--- src/rtl/uart_rx_fifo.sv ---
// uart_rx_fifo: UART receiver (3-sample majority vote, runtime parity/stop config) feeding a show-ahead status-tagged RX FIFO.
// Define UART_RX_BREAK_DETECT_EN to add break detection (break_det output, BREAK state).
module uart_rx_fifo #(
    parameter int DATABITS   = 8,
    parameter int BAUD_DIV   = 5208,
    parameter int FIFO_DEPTH = 8
) (
    input  logic                        clk,
    input  logic                        reset,
    input  logic                        rx_line,
    input  logic [1:0]                  parity_mode,
    input  logic                        stop2,
    input  logic                        rd_en,
    output logic                        rx_valid,
    output logic [DATABITS-1:0]         rx_data,
    output logic                        parity_error,
    output logic                        frame_error,
    output logic [$clog2(FIFO_DEPTH):0] fifo_count,
`ifdef UART_RX_BREAK_DETECT_EN
    output logic                        break_det,
`endif
    output logic                        overrun
);
    localparam int CW = $clog2(BAUD_DIV);
    localparam int AW = $clog2(FIFO_DEPTH);
    localparam int NW = AW + 1;
    localparam int EW = DATABITS + 2;
    localparam logic [CW-1:0] C_V0  = CW'(BAUD_DIV / 2 - 1);
    localparam logic [CW-1:0] C_V1  = CW'(BAUD_DIV / 2);
    localparam logic [CW-1:0] C_V2  = CW'(BAUD_DIV / 2 + 1);
    localparam logic [CW-1:0] C_END = CW'(BAUD_DIV - 1);
    localparam logic [3:0]    LAST_BIT = 4'(DATABITS - 1);
    localparam logic [NW-1:0] FULL = NW'(FIFO_DEPTH);
    localparam logic [2:0] IDLE   = 3'd0;
    localparam logic [2:0] START  = 3'd1;
    localparam logic [2:0] DATA   = 3'd2;
    localparam logic [2:0] PARITY = 3'd3;
    localparam logic [2:0] STOP   = 3'd4;
    localparam logic [2:0] PUSH   = 3'd5;
`ifdef UART_RX_BREAK_DETECT_EN
    localparam logic [2:0] BREAK  = 3'd6;
`endif

    logic [1:0]          sync_q;
    logic                prev_q, rxs, vote, vote_at, bit_end, push, pop, wr;
    logic [2:0]          state_q, state_d;
    logic [CW-1:0]       cnt_q, cnt_d;
    logic [1:0]          v_q, v_d;
    logic [3:0]          bit_q, bit_d;
    logic                stop_q, stop_d, perr_q, perr_d, ferr_q, ferr_d;
    logic                par_en_q, par_en_d, odd_q, odd_d, stop2_q, stop2_d;
    logic [DATABITS-1:0] data_q, data_d;
    logic [EW-1:0]       mem_q [FIFO_DEPTH];
    logic [AW-1:0]       wp_q, wp_d, rp_q, rp_d;
    logic [NW-1:0]       count_q, count_d;
    logic                ovr_q, ovr_d;

    assign rxs = sync_q[1];

    always_ff @(posedge clk or posedge reset) begin
        if (reset) begin
            sync_q <= 2'b11;
            prev_q <= 1'b1;
        end else begin
            sync_q <= {sync_q[0], rx_line};
            prev_q <= sync_q[1];
        end
    end

`ifdef UART_RX_BREAK_DETECT_EN
    logic zero_q, zero_d, brk_q;
    // Tracks whether every vote since the start bit has been 0.
    always_comb zero_d = (state_q == IDLE) ? 1'b1 :
                         (vote_at && state_q inside {DATA, PARITY, STOP}) ? zero_q & ~vote : zero_q;
    always_ff @(posedge clk or posedge reset) begin
        if (reset) begin
            zero_q <= 1'b1;
            brk_q  <= 1'b0;
        end else begin
            zero_q <= zero_d;
            brk_q  <= state_q == PUSH && zero_q;
        end
    end
    assign break_det = brk_q;
    assign push      = state_q == PUSH && !zero_q;
`else
    assign push = state_q == PUSH;
`endif

    always_comb begin
        vote     = (v_q[0] & v_q[1]) | (rxs & (v_q[0] | v_q[1]));
        vote_at  = cnt_q == C_V2;
        bit_end  = cnt_q == C_END;
        cnt_d    = (state_q == IDLE || bit_end) ? '0 : cnt_q + 1'b1;
        v_d      = {cnt_q == C_V1 ? rxs : v_q[1], cnt_q == C_V0 ? rxs : v_q[0]};
        state_d  = state_q;
        bit_d    = bit_q;
        stop_d   = stop_q;
        data_d   = data_q;
        perr_d   = perr_q;
        ferr_d   = ferr_q;
        par_en_d = par_en_q;
        odd_d    = odd_q;
        stop2_d  = stop2_q;
        case (state_q)
            IDLE: if (prev_q && !rxs) begin
                state_d  = START;
                par_en_d = parity_mode == 2'b01 || parity_mode == 2'b10;
                odd_d    = parity_mode == 2'b10;
                stop2_d  = stop2;
                bit_d    = '0;
                stop_d   = 1'b0;
                perr_d   = 1'b0;
                ferr_d   = 1'b0;
            end
            START: state_d = (vote_at && vote) ? IDLE : bit_end ? DATA : START;
            DATA: begin
                if (vote_at) data_d = {vote, data_q[DATABITS-1:1]};
                if (bit_end) begin
                    bit_d = bit_q + 1'b1;
                    if (bit_q == LAST_BIT) state_d = par_en_q ? PARITY : STOP;
                end
            end
            PARITY: begin
                if (vote_at) perr_d = ^data_q ^ vote ^ odd_q;
                if (bit_end) state_d = STOP;
            end
            STOP: begin
                // Push right after the last stop vote so a back-to-back start edge is not missed.
                if (vote_at) begin
                    ferr_d = ferr_q | ~vote;
                    if (stop_q == stop2_q) state_d = PUSH;
                end
                if (bit_end) stop_d = 1'b1;
            end
`ifdef UART_RX_BREAK_DETECT_EN
            PUSH:  state_d = zero_q ? BREAK : IDLE;
            BREAK: state_d = rxs ? IDLE : BREAK;
`else
            PUSH:  state_d = IDLE;
`endif
            default: state_d = IDLE;
        endcase
    end

    always_comb begin
        pop     = rd_en && count_q != '0;
        wr      = push && (count_q != FULL || pop);
        ovr_d   = push && count_q == FULL && !pop;
        count_d = count_q + NW'(wr) - NW'(pop);
        wp_d    = wp_q + AW'(wr);
        rp_d    = rp_q + AW'(pop);
    end

    always_ff @(posedge clk or posedge reset) begin
        if (reset) begin
            state_q  <= IDLE;
            cnt_q    <= '0;
            v_q      <= 2'b11;
            bit_q    <= '0;
            stop_q   <= 1'b0;
            data_q   <= '0;
            perr_q   <= 1'b0;
            ferr_q   <= 1'b0;
            par_en_q <= 1'b0;
            odd_q    <= 1'b0;
            stop2_q  <= 1'b0;
            wp_q     <= '0;
            rp_q     <= '0;
            count_q  <= '0;
            ovr_q    <= 1'b0;
            for (int i = 0; i < FIFO_DEPTH; i++) mem_q[i] <= '0;
        end else begin
            state_q  <= state_d;
            cnt_q    <= cnt_d;
            v_q      <= v_d;
            bit_q    <= bit_d;
            stop_q   <= stop_d;
            data_q   <= data_d;
            perr_q   <= perr_d;
            ferr_q   <= ferr_d;
            par_en_q <= par_en_d;
            odd_q    <= odd_d;
            stop2_q  <= stop2_d;
            wp_q     <= wp_d;
            rp_q     <= rp_d;
            count_q  <= count_d;
            ovr_q    <= ovr_d;
            if (wr) mem_q[wp_q] <= {ferr_q, perr_q, data_q};
        end
    end

    assign rx_valid   = count_q != '0;
    assign {frame_error, parity_error, rx_data} = mem_q[rp_q];
    assign fifo_count = count_q;
    assign overrun    = ovr_q;
endmodule

--- config.mk ---
export PLATFORM = sky130hd
export DESIGN_NAME = uart_rx_fifo
export DESIGN_NICKNAME = d
export VERILOG_FILES = /design/src/rtl/uart_rx_fifo.sv
export SDC_FILE = /design/constraint.sdc
export NUM_CORES = 1
export LEC_CHECK = 0
export BUFFER_PORTS_ARGS = -buffer_cell sky130_fd_sc_hd__buf_4
export CAP_MARGIN = 20
export CORE_ASPECT_RATIO = 1.1
export CORE_MARGIN = 3
export CORE_UTILIZATION = 60
export CTS_CLUSTER_DIAMETER = 150
export DETAILED_ROUTE_END_ITERATION = 8
export PLACE_DENSITY_LB_ADDON = 0.15
export SETUP_SLACK_MARGIN = 0.1
export SLEW_MARGIN = 30
export SYNTH_ARGS = -nofsm -noshare
export SYNTH_HDL_FRONTEND = slang
export SYNTH_SLANG_ARGS = --single-unit
export TNS_END_PERCENT = 1
--- constraint.sdc ---
create_clock -name clk -period 4.1 [get_ports clk]
set_input_delay 0 -clock clk [delete_from_list [all_inputs] [get_ports clk]]
set_output_delay 0 -clock clk [all_outputs]
set_load 0.01 [all_outputs]
# ---- Yosys cells after proc, flatten, opt, wreduce, memory -nomap -nowiden
# Index checks and enable logic that the tools add are counted.
dict set report op_classes {
  n_addsub 6
  order_cmp 3
  eq_ne 23
  mux 27
  n_bitwise 10
  reduce_logical 25
}
# op n
set ops {}
lappend ops {{bitwise mux 80 bit} 1}
lappend ops {{== test 13 x 12 -> 1 bit, second input constant} 3}
lappend ops {{binary-select mux 10 bit (select 3 bit)} 1}
lappend ops {{demux 10 bit (select 3 bit)} 1}
lappend ops {{two-way mux 10 bit} 3}
lappend ops {{two-way mux 3 bit} 7}
lappend ops {{one-hot mux 3 bit (5 select lines)} 1}
lappend ops {{!= test 2 bit, second input constant} 7}
lappend ops {{adder 13 x 1 -> 13 bit, second input constant} 1}
lappend ops {{== test 13 bit, second input constant} 1}
lappend ops {{two-way mux 13 bit} 1}
lappend ops {{AND reduction 3 bit} 4}
lappend ops {{greater-or-equal comparator 4 bit, second input constant} 2}
lappend ops {{two-way mux 4 bit} 2}
lappend ops {{NOT 3 -> 4 bit} 2}
lappend ops {{one-hot mux 4 bit (2 select lines)} 1}
lappend ops {{parity 8 bit} 1}
lappend ops {{logical AND 1 bit} 7}
lappend ops {{adder 3 x 1 -> 3 bit} 2}
lappend ops {{== test 3 x 2 -> 1 bit, second input constant} 2}
lappend ops {{== test 3 bit, second input constant} 2}
lappend ops {{one-hot mux 1 bit (2 select lines)} 3}
lappend ops {{AND reduction 6 bit} 1}
lappend ops {{nonzero test 2 bit} 3}
lappend ops {{23 further kinds} 35}
dict set report word_totals {
  reg_bits 130
  input_bits 7
  elab_cells 120
}

# ---- Longest topological paths before layout
# Gate-level depths: netlist of run 1.
dict set report depth {
  depth_word 7
  ltp_mapped 11
  depth_no_buf 10
}

# ---- Worst setup path after synthesis of run 1
# OpenSTA, ideal clock, no wires.
dict set report synth_path {
  kind {register to register}
  start {register count_q[2], in the netlist fifo_count[2]}
  end {register count_q[2], in the netlist fifo_count[2]}
  setup_time_ns 0.123
  arrival_time_ns 2.167
  path_slack_ns 1.810
  path_stages_with_launch 12
  synth_period_minus_slack_ns 2.290
  cell_sequence {dfrtp_1 > inv_1 > ha_1 > nand2b_1 > a31o_2 > buf_4 > ha_1 > inv_1 > ha_1 > inv_1 > fa_1 > xnor2_1}
}
dict set report synth_via {
  elab_chain_cells 6
}
# item line
set synth_lines {}
lappend synth_lines {{from (decl)} 55} ;# logic [NW-1:0] count_q, count_d;
lappend synth_lines {{from (signal assigned)} 187} ;# count_q <= count_d;
lappend synth_lines {{nonzero test 4 bit} 147} ;# pop = rd_en && count_q != '0;
lappend synth_lines {{logical AND 1 bit} 147}
lappend synth_lines {{logical OR 1 bit} 148} ;# wr = push && (count_q != FULL || pop);
lappend synth_lines {{logical AND 1 bit} 148}
lappend synth_lines {{adder 4 x 1 -> 4 bit} 150} ;# count_d = count_q + NW'(wr) - NW'(pop);
lappend synth_lines {{subtractor 4 x 1 -> 4 bit *} 150}
lappend synth_lines {{net count_d[2]} 55}
# The timed path passes the listed nets; every way through them passes the cells marked *.
# A chain may end at the register's enable or synchronous reset.

# ---- Final worst setup path of run 1
dict set report layout_path {
  start {register count_q[2], in the netlist fifo_count[2]}
  end {register mem_q[27] (netlist name)}
}
dict set report layout_via {
  elab_chain_cells 4
}
# item line
set layout_lines {}
lappend layout_lines {{nonzero test 4 bit} 147}
lappend layout_lines {{logical AND 1 bit} 147}
lappend layout_lines {{logical OR 1 bit *} 148}
lappend layout_lines {{logical AND 1 bit *} 148}
lappend layout_lines {{to (signal, indexed assignment)} 189} ;# if (wr) mem_q[wp_q] <= {ferr_q, perr_q, data_q};
lappend layout_lines {{to (decl)} 53} ;# logic [EW-1:0] mem_q [FIFO_DEPTH];
# Mark *: on every way between the ends. The rest lies on a longest branch, timed or not.

==> results of run 1 <==
[synthesized netlist by cell type, types with 2 or more instances]
cell type | count | share of area (%)
o21ai_0 | 11 | 0.89
inv_1 | 20 | 1.2
nor3_1 | 5 | 0.40
and3_1 | 2 | 0.20
buf_4 | 4 | 0.48
a21oi_1 | 7 | 0.56
nor4b_1 | 3 | 0.42
a2bb2oi_1 | 2 | 0.28
buf_2 | 6 | 0.48
clkbuf_1 | 13 | 0.79
nor2_1 | 17 | 1.0
nand2_1 | 18 | 1.1
or3_1 | 4 | 0.40
nand3_1 | 10 | 0.81
nand4b_1 | 3 | 0.42
nor4_4 | 2 | 0.68
nor4_1 | 2 | 0.20
xor2_1 | 6 | 0.85
dfrtp_1 | 125 | 50
mux2_2 | 99 | 18
nand4_1 | 2 | 0.20
mux2_4 | 3 | 0.73
nor2b_1 | 2 | 0.20
ha_1 | 15 | 3.0
nand2b_1 | 2 | 0.20
mux4_2 | 20 | 7.3
dfstp_2 | 5 | 2.1
xnor2_1 | 15 | 2.1
[kinds of logic after synthesis]
family,after synthesis,synth area share [%]
simple gates,86,8.622
xor+xnor,22,3.324
flops,130,52.48
buf+inv,45,3.082
fa+ha+maj,17,3.505
mux,124,26.27
compound gates,27,2.720
[sequential cells by signal, indices dropped and copies added, names as in the netlist, 2 cells and up]
name and flops:
cnt_q 13, rp_q 3, v_q 2, mem_q 80
data_q 8, fifo_count 4, bit_q 4, sync_q 2
state_q 3, wp_q 3
[per-layer routing]
layer | GRT usage, % | up-vias | routed length [µm]
met5 | 0 | - | 0
met4 | 6.736 | 0 | 131
met3 | 5.179 | 13 | 274
met2 | 37.23 | 61 | 6151
met1 | 29.43 | 1922 | 5102
li1 | - | 1680 | -
[timing repair]
| action | in CTS | in global routing |
|---|---|---|
| endpoints found under the hold margin | 47 | 0 |
| setup buffers | 0 | 0 |
| setup endpoints to repair | 0 | 0 |
| hold buffers | 7 | 0 |
[final timing paths]
path / from / endpoint / slack [ns] / depth (start not counted)
worst max-delay path: fifo_count[2] / mem_q[27] / 1.56 / 7
worst min-delay path: reset / fifo_count[3] / 0.1 / 3
worst max register to register: fifo_count[2] / mem_q[27] / 1.56 / 7
worst min register to register: sync_q[0] / sync_q[1] / 0.36 / 0
max in group asynchronous: reset / mem_q[4] / 3.02 / 4
min in group clk: rx_line / sync_q[0] / 0.14 / 2
[area by class of cell]
| cell class | count | area [µm²] |
|---|---|---|
| Clock buffer | 25 | 494.2 |
| Multi-Input combinational cell | 276 | 2781 |
| Clock inverter | 5 | 75.07 |
| Timing Repair Buffer | 33 | 265.3 |
| Tap cell | 120 | 150.1 |
| Fill cell | 695 | 2877 |
| Sequential cell | 130 | 3261 |
| Inverter | 21 | 81.33 |
[placed cells by master (no fill, tap or decap), types with 7 or more instances in the layout]
cell type / n
o21ai_0: 11
mux2_2: 99
xnor2_1: 15
nand2_1: 18
a21oi_1: 7
buf_4: 26
nor2_1: 17
dfrtp_1: 124
nand3_1: 10
dlygate4sd3_1: 7
clkbuf_16: 16
ha_1: 15
inv_1: 19
mux4_2: 20
[where the power goes]
group          switching (mW)  internal, mW  total [mW]
Clock                   0.509         0.936        1.44
Combinational           0.265         0.254       0.519
Sequential              0.134          1.36        1.49
[metrics by stage]
stage	util, %	hold slack [ns]	std cells
6_report	71.19	0.09701	610
5_1_grt	71.19	0.1144	610
4_1_cts	71.18	0.1015	610
3_5_place_dp	64.77	0.09313	573
3_3_place_gp	64.69	0.08330	573
2_1_floorplan	-	0.004478	451
[critical path, stage by stage (launching register included)]
cell and delay, ns:
dfrtp_1 0.34, inv_1 0.07, ha_1 0.21, nand2b_1 0.16, a31o_2 0.33, inv_2 0.14, nand4b_1 0.62, mux2_2 0.53
==> metrics.yaml, run 1 <==
first_pass_iters: 4
finalSetupViolCount: 0
die-area_um2: 11610
antenna_left: 0
ys_ff_latch: 130
first_iter_violations: 172
grt_max_degree: 47
grt_pass1_wl_um: 19710
outcome: "finished, final reports clean"
cts_root_buf: "clkbuf_8"
area_growth_pct: 14.44
peakVddDrop_uv: 394.5
synth_area_um2: 6211
synthFlopType: "dfrtp_1"
criticalPathCategory: "reg2reg"
cp.required_ns: 4.49
grt_pass1_vias: 3833
period_share_pct: 61.83
cp_max_fo: 10
dp.final_hpwl_um: 7398
worst_skew_pair.late_latency_ns: 0.51
grt_setup_unrepaired: "no"
die_h_um: 112.7
stdcell_area_um2: 7108
cp-start-kind: "flop"
antenna_found_initial: 0
setup_tns_ns: 0
syn-num-nets: 474
drcViolationCount: 0
max_cap_violations: 0
finalHoldViolCount: 0
synth_edf_count: 0
p_leak_nw: 3.412
clkSinkCount: 130
p_total_mw: 3.455
worstMarginPinSlew_ns: 0.8738
boundaryPins: 23
cts_buffer_depth: 2
drive_gt1_share_pct: 39.80
row_count: 38
grt_overflow: 0
postSynthAreaPerCell_um2: 13.77
wl_um: 11660
viasPerCell: 6.026
fmax_mhz: 394.5
antenna_cells: 0
slew_headroom_pct: 41.31
die_w_um: 103.0
port-buffer-count: 22
synth_cell_types: 56
yosysWarnings: 0
arrival_ns: 2.92
fin_crit_ns: 2.535
nets: 502
via_count: 3676
initial_core_util_pct: 62.21
numCtsBuffers: 17
async_flop_share_pct: 100.0
hp-class: "in2async"
post_cts_resized: 0
cts_tree: "built"
fin_worst_skew_ns: 0.008581
power_density_nw_per_um2: 486.0
place.gp.congestion: 0.8421
final_max_slew_viol_count: 0
cts-htree-levels: 4
setup_ws_ns: 1.565
path_clk_slew_ns: 0.06
dpl_cell_area_um2: 6467
dpl_worst_slack_ns: 1.626
ys_seq_area_share_pct: 52.48
grtUsageTotal_pct: 22.42
wl_per_cell_um: 19.11
synthCells: 451
core_um2: 9985
cp-end-kind: "flop"
No activity file was read; power rests on OpenSTA's default activity.
==> run 2: changes to the inputs <==
- CORE_UTILIZATION: 60 -> 56
- clock period: 4.1 -> 2.18 ns (I/O delays scaled with it)
==> metrics.yaml, run 2 (synthesized netlist as in run 1, its figures left out) <==
largest_reg_flops: 80
path_clk_slew_ns: 0.05
dpl_cell_area_um2: 6741
hp-class: "in2reg"
path_buf_inv: 3
arrival_ns: 2.37
regMostFlops: "mem_q"
area_growth_pct: 19.74
wl_per_cell_um: 18.41
met1_length_um: 5283
final_max_slew_viol_count: 0
port-buffer-count: 22
antenna_found_initial: 0
grt_pass1_vias: 4099
finalSetupViolCount: 0
cts_tree: "built"
nets: 530
via_count: 3732
power_density_nw_per_um2: 893.1
die_h_um: 116.5
cp_cell_sequence: "inv_2 > ha_2 > nand2b_4 > a31o_4 > buf_6 > nor4b_4 > buf_4 > mux2_2"
worstSetupEndpoint: "mem_q[36]"
startpoint: "fifo_count[2]"
grtUsageTotal_pct: 22.16
boundaryPins: 23
row_count: 39
mostFrequentLayoutCell: "dfrtp_1"
core_um2: 10590
grt_setup_unrepaired: "yes"
max_cap_violations: 0
cts-htree-levels: 4
dp.final_hpwl_um: 8132
peakVddDrop_uv: 539.0
fmax_mhz: 478.0
stdcell_area_um2: 7437
numCtsBuffers: 17
criticalPathCategory: "reg2reg"
viasPerCell: 5.646
cp_max_fo: 5
wl_um: 12170
die_w_um: 106.4
cp.required_ns: 2.46
cp-start-kind: "flop"
grt_overflow: 0
slew_headroom_pct: 56.38
fin_crit_ns: 2.092
routed-wl-met2_um: 6416
slowest_delay_ns: 0.36
die-area_um2: 12390
fillers: 735
cts_buffer_depth: 2
final_cells: 661
reg2reg_to: "mem_q[36]"
finalHoldViolCount: 0
worstMarginPinSlew_ns: 0.6543
dp_cells: 623
first_iter_violations: 186
routed-wl-met3_um: 319
worst_skew_pair.late_latency_ns: 0.41
rr_startpoint: "fifo_count[2]"
first_pass_iters: 4
top_layer: "met4"
drcViolationCount: 0
initial_core_util_pct: 58.66
drive_gt1_share_pct: 44.59
ff2ff_setup_slack_ns: 0.09
grt_max_degree: 53
grt_pass1_wl_um: 20730
final_cell_mix: "dfrtp_1 (125), mux2_2 (99), buf_4 (51), mux4_2 (20), nand2_1 (18)"
cp_slowest_cell: "dfrtp_1"
crit_cells: 8
p_leak_nw: 3.567
largestRegisters: "mem_q x80, cnt_q x13, data_q x8"
rr_worst_depth: 8
clkSinkCount: 130
critPathTopFamily: "buffers and inverters"
hp-start: "parity_mode[0]"
p_total_mw: 6.642
place.gp.congestion: 0.8152
antenna_left: 0
fin_worst_skew_ns: 0.01121
cp-end-kind: "flop"
cts_root_buf: "clkbuf_16"
period_share_pct: 95.96
antenna_cells: 0
outcome: "finished, final reports clean"
[run 2: cell types whose count changed in the layout (fill, tap and decap cells not counted), moves of 2 or more]
cell,previous run,this run
inv_2,1,3
buf_4,26,51
clkbuf_8,6,3
ha_4,0,2
ha_1,15,12
inv_1,19,17
buf_12,0,4
dlygate4sd3_1,7,5
[run 2: metrics by stage]
stage	hold WS, ns	util, %	worst slack (ns)	TNS [ns]
final	0.02469	70.24	0.08803	0
after CTS	0.01308	70.05	0.08450	0
after global placement	0.04968	63.67	0.04283	0
after detailed placement	0.05157	63.67	-0.03104	-0.05726
after floorplan	0.004478	-	-0.1100	-0.2277
after global routing	0.05281	70.24	-0.002915	-0.005241
[run 2: routing by layer]
layer  vias to the layer above  GRT usage, %
met2                        53         39.12
met4                         0         7.502
li1                       1734             -
met1                      1932         27.45
met3                        13         4.754
met5                         -             0
[run 2: power breakdown]
| group | switching [mW] | total [mW] | internal, mW |
|---|---|---|---|
| Combinational | 0.649 | 1.24 | 0.592 |
| Sequential | 0.149 | 2.70 | 2.55 |
| Clock | 0.947 | 2.70 | 1.75 |
[run 2: what timing repair did]
action,CTS,global route
setup endpoints to repair,30,35
hold endpoints to repair,22,0
cloned,1,0
setup buffers,1,1
gates resized for setup,13,2
pin swaps,1,0
hold buffers,5,0
[run 2: how the worst min path moves through the flow]
stage                      to  cells past startpoint
floorplan           sync_q[0]                      0
global placement     cnt_q[9]                      2
detailed placement   cnt_q[9]                      2
CTS                  par_en_q                      4
global route            odd_q                      4
finish               par_en_q                      4
[run 2: layout make-up]
cell class                      count  area [µm²]  area share [%]
Multi-Input combinational cell    276        2830           38.06
Timing Repair Buffer               61       524.3           7.049
Sequential cell                   130        3259           43.83
Clock buffer                       24       481.7           6.477
Tap cell                          143       178.9           2.406
Inverter                           21       82.58           1.110
Clock inverter                      6       80.08           1.077
[run 2: tightest hold or removal path, stage by stage]
cell	delay, ns
buf_4	0.10
inv_1	0.05
ha_1	0.12
o21ai_0	0.10
==> run 3: changes to the inputs <==
- CORE_UTILIZATION: 56 -> 50
==> metrics.yaml, run 3 (synthesized netlist as in run 1, its figures left out) <==
p_leak_nw: 3.547
slowest_delay_ns: 0.52
setup_ws_ns: 0.1248
via_count: 3781
antenna_found_initial: 0
cts_root_buf: "clkbuf_16"
final_max_slew_viol_count: 0
place.gp.congestion: 0.7603
grt_pass1_vias: 4005
arrival_ns: 2.36
max_cap_violations: 0
wl_per_cell_um: 18.24
cp_slowest_cell: "fa_2"
viasPerCell: 5.635
drive_gt1_share_pct: 43.71
wl_um: 12240
final_cell_mix: "dfrtp_1 (125), mux2_2 (99), buf_4 (46), mux4_2 (20), nand2_1 (18)"
hp-class: "in2reg"
grt_setup_unrepaired: "yes"
cp-end-kind: "flop"
worstMarginPinSlew_ns: 0.7023
hold_ws_ns: 0.04021
cts-htree-levels: 4
first_iter_violations: 194
fin_crit_ns: 2.055
criticalPathCategory: "reg2reg"
row_count: 42
fin_worst_skew_ns: 0.006276
stdcell_area_um2: 7443
grt_pass1_wl_um: 20250
grtUsageTotal_pct: 19.19
antenna_left: 0
boundaryPins: 23
dpl_cell_area_um2: 6705
die_h_um: 122.9
first_pass_iters: 4
area_growth_pct: 19.84
peakVddDrop_uv: 462.0
finalHoldViolCount: 0
regMostFlops: "mem_q"
cp.required_ns: 2.48
cp_max_fo: 3
largest_reg_flops: 80
dp.final_hpwl_um: 7855
path_clk_slew_ns: 0.05
grt_max_degree: 131
numCtsBuffers: 17
setup_tns_ns: 0
grt_overflow: 0
die_w_um: 112.3
seq_area_um2: 3259
finalSetupViolCount: 0
cts_tree: "built"
mostFrequentLayoutCell: "dfrtp_1"
core_um2: 12090
clkSinkCount: 130
fillers: 937
fmax_mhz: 486.6
dp_cells: 629
nets: 527
period_share_pct: 94.28
dpl_worst_slack_ns: 0.01663
final_cells: 671
antenna_cells: 0
worst_skew_pair.late_latency_ns: 0.41
cp_cell_sequence: "inv_2 > ha_2 > nand2b_4 > a31o_4 > ha_4 > inv_4 > ha_4 > inv_1 > fa_2 > inv_1"
largestRegisters: "mem_q x80, cnt_q x13, data_q x8"
die-area_um2: 13800
drcViolationCount: 0
multi_input_area_um2: 2839
port-buffer-count: 22
cp-start-kind: "flop"
cts_buffer_depth: 2
outcome: "finished, final reports clean"
power_density_nw_per_um2: 892.5
slew_headroom_pct: 53.18
initial_core_util_pct: 51.39
[run 3: cell types whose count changed in the layout (fill, tap and decap cells not counted), sizes merged]
| cell | previous run | this run |
|---|---|---|
| clkinv | 4 | 3 |
| clkbuf | 24 | 27 |
| dlygate4sd3 | 5 | 6 |
| buf | 56 | 52 |
[run 3: worst paths after layout]
kind / endpoint / start / cells past startpoint / slack (ns)
setup / recovery: fifo_count[1] / fifo_count[2] / 10 / 0.12
hold / removal: odd_q / parity_mode[0] / 4 / 0.04
setup reg to reg: fifo_count[1] / fifo_count[2] / 10 / 0.12
hold reg to reg: sync_q[1] / sync_q[0] / 0 / 0.36
max in group asynchronous: par_en_q / reset / 4 / 1.31
min in group asynchronous: fifo_count[3] / reset / 4 / 0.33
[run 3: layer usage]
metal	part of all wire, %	GRT usage, %	wire [µm]
met3	2.2	3.965	273
met1	43	23.57	5221
met5	0	0	0
met4	2.7	9.241	326
met2	52	32.68	6417
[run 3: layout make-up]
| cell class | count | area share, % |
|---|---|---|
| clock buffer | 27 | 6.623 |
| clock inverter | 5 | 1.009 |
| inverter | 21 | 1.143 |
| multi-input combinational | 276 | 38.14 |
| sequential | 130 | 43.79 |
| tap | 154 | 2.589 |
| timing repair buffer | 58 | 6.707 |
[run 3: power by group]
group	switching [mW]	internal [mW]
registers	0.153	2.55
logic	0.643	0.581
clock network	0.945	1.77
[run 3: what timing repair did]
item | CTS | global route
endpoints found under the hold margin | 130 | 0
resized for setup | 17 | 2
setup buffers | 0 | 3
setup endpoints to repair | 24 | 25
hold buffers | 6 | 0
pin swaps | 2 | 1
cloned | 1 | 0
[run 3: through the flow]
step           util [%]  total power, mW
4_1_cts           61.36            6.701
3_3_place_gp      55.48            3.887
5_1_grt           61.58            6.962
3_5_place_dp      55.48            3.898
2_1_floorplan         -            3.540
6_report          61.58            6.643
[run 3: worst max-delay path: cells and delay by family, from the launching register on]
| kind | cells | cell delay (ns) |
|---|---|---|
| flops | 1 | 0.35 |
| compound gates | 1 | 0.23 |
| fa+ha+maj | 4 | 1.04 |
| simple gates | 1 | 0.14 |
| buf+inv | 4 | 0.21 |
